[config.mk]
export PLATFORM = sky130hd
export DESIGN_NAME = seq_det_ctrl
export DESIGN_NICKNAME = d
export VERILOG_FILES = /design/src/rtl/seq_det_ctrl.sv
export SDC_FILE = /design/constraint.sdc
export NUM_CORES = 1
export LEC_CHECK = 0
export CORE_AREA = 2 2 42 63
export DETAILED_ROUTE_END_ITERATION = 10
export DIE_AREA = 0 0 44 65
export PLACE_DENSITY_LB_ADDON = 0.25
export SYNTH_ARGS = -nofsm -noshare
export SYNTH_HDL_FRONTEND = slang
export SYNTH_SLANG_ARGS = --single-unit
[constraint.sdc]
create_clock -name clk -period 5.1 [get_ports clk]
set_input_delay 1.53 -clock clk [delete_from_list [all_inputs] [get_ports clk]]
set_output_delay 1.53 -clock clk [all_outputs]
set_load 0.01 [all_outputs]
[src/rtl/seq_det_ctrl.sv]
// -----------------------------------------------------------------------------
// seq_det_ctrl
//
// Word-level controller wrapped around a serial Moore pattern matcher.
// A parallel word is taken over a valid/ready handshake, shifted MSB-first
// into the matcher one bit per clock, and the number of overlapping pattern
// hits in that word is returned over a second valid/ready handshake.
//
// Ports
//   clk          single clock, rising edge
//   rst          asynchronous, active-high reset
//   in_valid     producer has a word
//   in_ready     controller can accept a word (IDLE and not in reset)
//   in_data      word to scan, MSB is shifted first
//   det_y        registered Moore detector output, one cycle high per hit
//   busy         controller is not IDLE
//   out_valid    result available (REPORT state)
//   out_ready    consumer takes the result
//   match_count  hits found in the current word, saturating
//   match_flag   match_count != 0
//
// Parameters
//   WORD_W     bits per input word (>= PAT_W)
//   PAT_W      pattern length in bits (>= 1)
//   PATTERN    pattern to detect, oldest bit in the MSB
//   CNT_W      width of the per-word match counter
//   KEEP_HIST  1: matcher history runs on across words as one stream
//              0: matcher history is cleared whenever a word is accepted
// -----------------------------------------------------------------------------
module seq_det_ctrl #(
    parameter int               WORD_W    = 8,
    parameter int               PAT_W     = 4,
    parameter logic [PAT_W-1:0] PATTERN   = 4'b1010,
    parameter int               CNT_W     = 4,
    parameter bit               KEEP_HIST = 1'b0
) (
    input  logic              clk,
    input  logic              rst,
    input  logic              in_valid,
    output logic              in_ready,
    input  logic [WORD_W-1:0] in_data,
    output logic              det_y,
    output logic              busy,
    output logic              out_valid,
    input  logic              out_ready,
    output logic [CNT_W-1:0]  match_count,
    output logic              match_flag
);

    localparam int IDX_W  = (WORD_W > 1) ? $clog2(WORD_W) : 1;
    localparam int FILL_W = $clog2(PAT_W + 1);

    localparam logic [IDX_W-1:0]  LAST_IDX  = IDX_W'(WORD_W - 1);
    localparam logic [FILL_W-1:0] FILL_FULL = FILL_W'(PAT_W);
    localparam logic [CNT_W-1:0]  CNT_MAX   = '1;

    typedef enum logic [1:0] {
        IDLE   = 2'd0,
        SHIFT  = 2'd1,
        REPORT = 2'd2
    } state_t;

    state_t state;
    state_t state_nxt;

    logic [WORD_W-1:0] word;      // word being scanned, captured at accept
    logic [IDX_W-1:0]  bit_idx;   // index of the next bit to shift
    logic [PAT_W-1:0]  hist;      // last PAT_W bits seen, newest in the LSB
    logic [FILL_W-1:0] fill;      // how many valid bits hist holds, caps at PAT_W

    logic [PAT_W-1:0]  hist_nxt;
    logic [FILL_W-1:0] fill_nxt;
    logic              cur_bit;
    logic              hit;
    logic              accept;
    logic              last_bit;

    // -------------------------------------------------------------------------
    // Handshake and status outputs
    // -------------------------------------------------------------------------
    // rst is folded in so the producer never sees ready while the block is
    // being held in reset.
    assign in_ready   = (state == IDLE) && !rst;
    assign accept     = in_valid && in_ready;
    assign busy       = (state != IDLE);
    assign out_valid  = (state == REPORT);
    assign match_flag = (match_count != '0);
    assign last_bit   = (bit_idx == '0);

    // -------------------------------------------------------------------------
    // Matcher next-value logic
    // -------------------------------------------------------------------------
    // The match decision looks at the history *after* this edge's shift, so
    // det_y lines up with the bit that completed the pattern.
    always_comb begin
        cur_bit  = word[bit_idx];
        hist_nxt = (hist << 1) | PAT_W'(cur_bit);
        fill_nxt = (fill == FILL_FULL) ? fill : fill + 1'b1;
        // Without the fill qualifier, a reset-cleared history of zeros would
        // report a false hit for an all-zero pattern before PAT_W bits arrive.
        hit      = (hist_nxt == PATTERN) && (fill_nxt == FILL_FULL);
    end

    // -------------------------------------------------------------------------
    // Control FSM
    // -------------------------------------------------------------------------
    always_ff @(posedge clk or posedge rst) begin
        if (rst) begin
            state <= IDLE;
        end else begin
            state <= state_nxt;
        end
    end

    // NOTE: every signal assigned here gets a default first, so no path can
    // leave it unassigned and infer a latch.
    always_comb begin
        state_nxt = state;
        unique case (state)
            IDLE:    if (accept)    state_nxt = SHIFT;
            SHIFT:   if (last_bit)  state_nxt = REPORT;
            REPORT:  if (out_ready) state_nxt = IDLE;
            default:                state_nxt = IDLE;
        endcase
    end

    // -------------------------------------------------------------------------
    // Word capture
    // -------------------------------------------------------------------------
    // NOTE: the word register is pure data, only read in SHIFT after an accept
    // has loaded it, so it carries no reset.
    always_ff @(posedge clk) begin
        if (accept) begin
            word <= in_data;
        end
    end

    // -------------------------------------------------------------------------
    // Matcher state, bit counter, hit counter and registered detector output
    // -------------------------------------------------------------------------
    // NOTE: sequential state uses non-blocking assignments only, so every
    // register here samples the pre-edge values of the others.
    always_ff @(posedge clk or posedge rst) begin
        if (rst) begin
            bit_idx     <= '0;
            hist        <= '0;
            fill        <= '0;
            match_count <= '0;
            det_y       <= 1'b0;
        end else begin
            // det_y is only ever high on the edge right after a shift.
            det_y <= 1'b0;

            if (accept) begin
                bit_idx     <= LAST_IDX;
                match_count <= '0;
                if (!KEEP_HIST) begin
                    hist <= '0;
                    fill <= '0;
                end
            end else if (state == SHIFT) begin
                // Overlapping matches: hist is never cleared on a hit.
                hist    <= hist_nxt;
                fill    <= fill_nxt;
                bit_idx <= bit_idx - 1'b1;
                det_y   <= hit;
                if (hit && (match_count != CNT_MAX)) begin
                    match_count <= match_count + 1'b1;
                end
            end
        end
    end

endmodule

==> run summary <==
Number of global-route vias before repair -> 945
Crit Path Category -> in2out
Largest net degree at the start of global routing -> 19
# hold bufs at CTS -> 0
Clock buffer depth -> 2
CP endpoint kind -> primary output
Max IR drop VDD -> 0.241 mV
Die Height -> 65 microns
Most frequent cells in the layout -> 20 x clkdlybuf4s50_1, 16 x dfrtp_1, 9 x inv_1, 9 x nand2_1, 9 x o21ai_0
CP max-delay cell -> clkdlybuf4s50_1
Via-to-Cell Ratio -> 5.91
FF+latch count, synth -> 24
Worst-path maximum fanout -> 2
Startpoint types -> input port
Fin nets -> 149
Worst Tran Pin Value -> 0.738 ns
Fin crit period -> 4.31 ns
Worst slew margin -> 50.7%
Top cell family by delay on the critical path -> buffers and inverters
Sequential fraction of the synthesis area -> 52.9%
Commonest non-fill, non-tap cell in the layout -> clkdlybuf4s50_1
Crit-path cells -> clkdlybuf4s50_1, nor3_1, clkdlybuf4s50_1
Syn nets -> 127
Period utilization -> 84.5%
First-pass iteration count of the detailed router -> 4
Iteration-0 DRC Markers -> 38
Syn Area/Cell -> 11.1 sq um
Initial antenna violation count -> 0
Total number of vias -> 910
CTS tree -> yes
Multi-input logic area -> 524 sq um
Fmax -> 0.232 GHz
Starting Density -> 51.1%
Register area -> 641 sq um
P_leak -> 0.628 nW
Final wirelength -> 2.23 mm
Gate Count Post-Synth -> 109
Postcts setup bufs -> 0
Worst-skew pair later-pin latency -> 0.31 ns
HP Class -> reg2reg
Max Cap Viol -> 0
Core ar. -> 2370 sq um
CP bufs+invs -> 2
Setup TNS -> 0 ns
# fillers -> 188
CP required -> 3.57 ns
# DRC -> 0
Syn-to-layout area delta -> 21.1%
Cts repair resizes -> 0
Worst EP arrival -> 2.78 ns
Power, Total -> 0.000724 W
CTS buffer count -> 3
Post-DP HPWL -> 1.73 mm
Fin area -> 1470 sq um
Warnings, synthesis -> 0
CP peak stage delay -> 0.59 ns
Placed Instance Area -> 1430 sq um
First-pass GRT wire length -> 3.87 mm
Synthesized cell area -> 1210 sq um
Util after Layout -> 61.9%
Die area -> 2860 sq um
GRT overflow -> 0
Endpoints failing setup -> 0
Clock slew at reported path FFs -> 0.13 ns
Layout cells sized above 1 -> 6.15%
Io pins -> 21
Number of flops mapped to enable cells by yosys -> 8
Avg WL per Cell -> 14.5 microns
ANT cells -> 0
Synth Flop Type -> dfrtp_1
H-tree depth -> 1
Most frequent CP cell -> clkdlybuf4s50_1
Final Non-Filler Cells -> 154
Slew Limit Fails -> 0
Synth unique cells -> 32
Routability congestion estimate -> 0.755
RSZ-0062 raised after global routing -> false
Clock sinks -> 24
Pwr dens -> 494 nW/um^2
Post-route antenna net violation count -> 0
Clk_skew -> 0.00126 ns
Clock Tree Root -> clkbuf_4
IO buf count -> 20
Asr flop ratio synth -> 66.7%
Total track usage -> 18.1%
Hold Vio Cnt, Final -> 0
Outcome -> finished clean
Placed Instances -> 150
Die X -> 44 microns
Site Rows -> 22
-- final cells by class --
class | instances | area share, %
inverters | 9 | 2.31
flip-flops and latches | 24 | 43.7
clock buffers | 4 | 2.48
repair buffers | 20 | 13.7
well taps | 24 | 2.05
multi-input cells | 73 | 35.8
-- per-stage QoR --
step	setup WS, ns	hold WS, ns
finish	0.791	0.535
global route	0.734	0.571
CTS	0.786	0.538
detailed placement	0.786	0.501
global placement	0.834	0.474
floorplan	1.70	0.463
-- state kept, by name, summed over array words and instances (netlist names) --
name / count
bit_idx: 3
det_y: 1
fill: 3
hist: 3
word: 8
match_count: 4
state: 2
-- cell families (layout without fill, tap and decap cells) --
kind of cell / Yosys count / after routing / synth area share [%]
fa+ha+maj: 6 / 6 / 6.20
simple gates: 38 / 38 / 17.8
buf+inv: 12 / 33 / 3.72
flops: 24 / 24 / 52.9
mux: 5 / 5 / 7.24
compound gates: 24 / 24 / 12.1
-- worst paths after layout --
kind,from,end,slack (ns),depth (start not counted)
max,rst,in_ready,0.79,3
min,hist[1],hist[2],0.54,2
max reg2reg,fill[0],match_count[1],2.75,6
min reg2reg,hist[1],hist[2],0.54,2
max in group asynchronous,rst,fill[2],3.08,2
min in group asynchronous,rst,match_count[3],1.62,2
-- synth_stat cells, types with 3 or more instances --
cell / n / share of area, %
dfrtp_1: 16 / 33
inv_1: 9 / 2.8
nand2_1: 9 / 2.8
o21ai_0: 9 / 3.7
edfxtp_1: 8 / 20
a21oi_1: 6 / 2.5
ha_1: 6 / 6.2
and3_1: 4 / 2.1
nor2_1: 4 / 1.2
clkbuf_1: 3 / 0.93
nand3_1: 3 / 1.2
nor2b_1: 3 / 1.6
o31ai_1: 3 / 1.9
-- routing by layer --
| metal | track usage (%) | part of all wire, % |
|---|---|---|
| met5 | 0 | 0 |
| met4 | 10.6 | 2.4 |
| met3 | 2.51 | 3.8 |
| met2 | 33.1 | 56 |
| met1 | 18.6 | 38 |
-- worst register-to-register path: stages (launching register included) --
cell and delay (ns):
dfrtp_1 0.45, inv_1 0.08, ha_1 0.25, and3_1 0.20, or4_1 0.61, or4b_1 0.54
a21oi_1 0.15
-- where the power goes --
| group | switching, W | internal, W | total (W) |
|---|---|---|---|
| registers | 0.0000474 | 0.000254 | 0.000302 |
| clock network | 0.0000552 | 0.0000436 | 0.0000988 |
| logic | 0.000175 | 0.000149 | 0.000324 |
| total | 0.000278 | 0.000447 | 0.000724 |
Power figures use the tool's default switching activity.
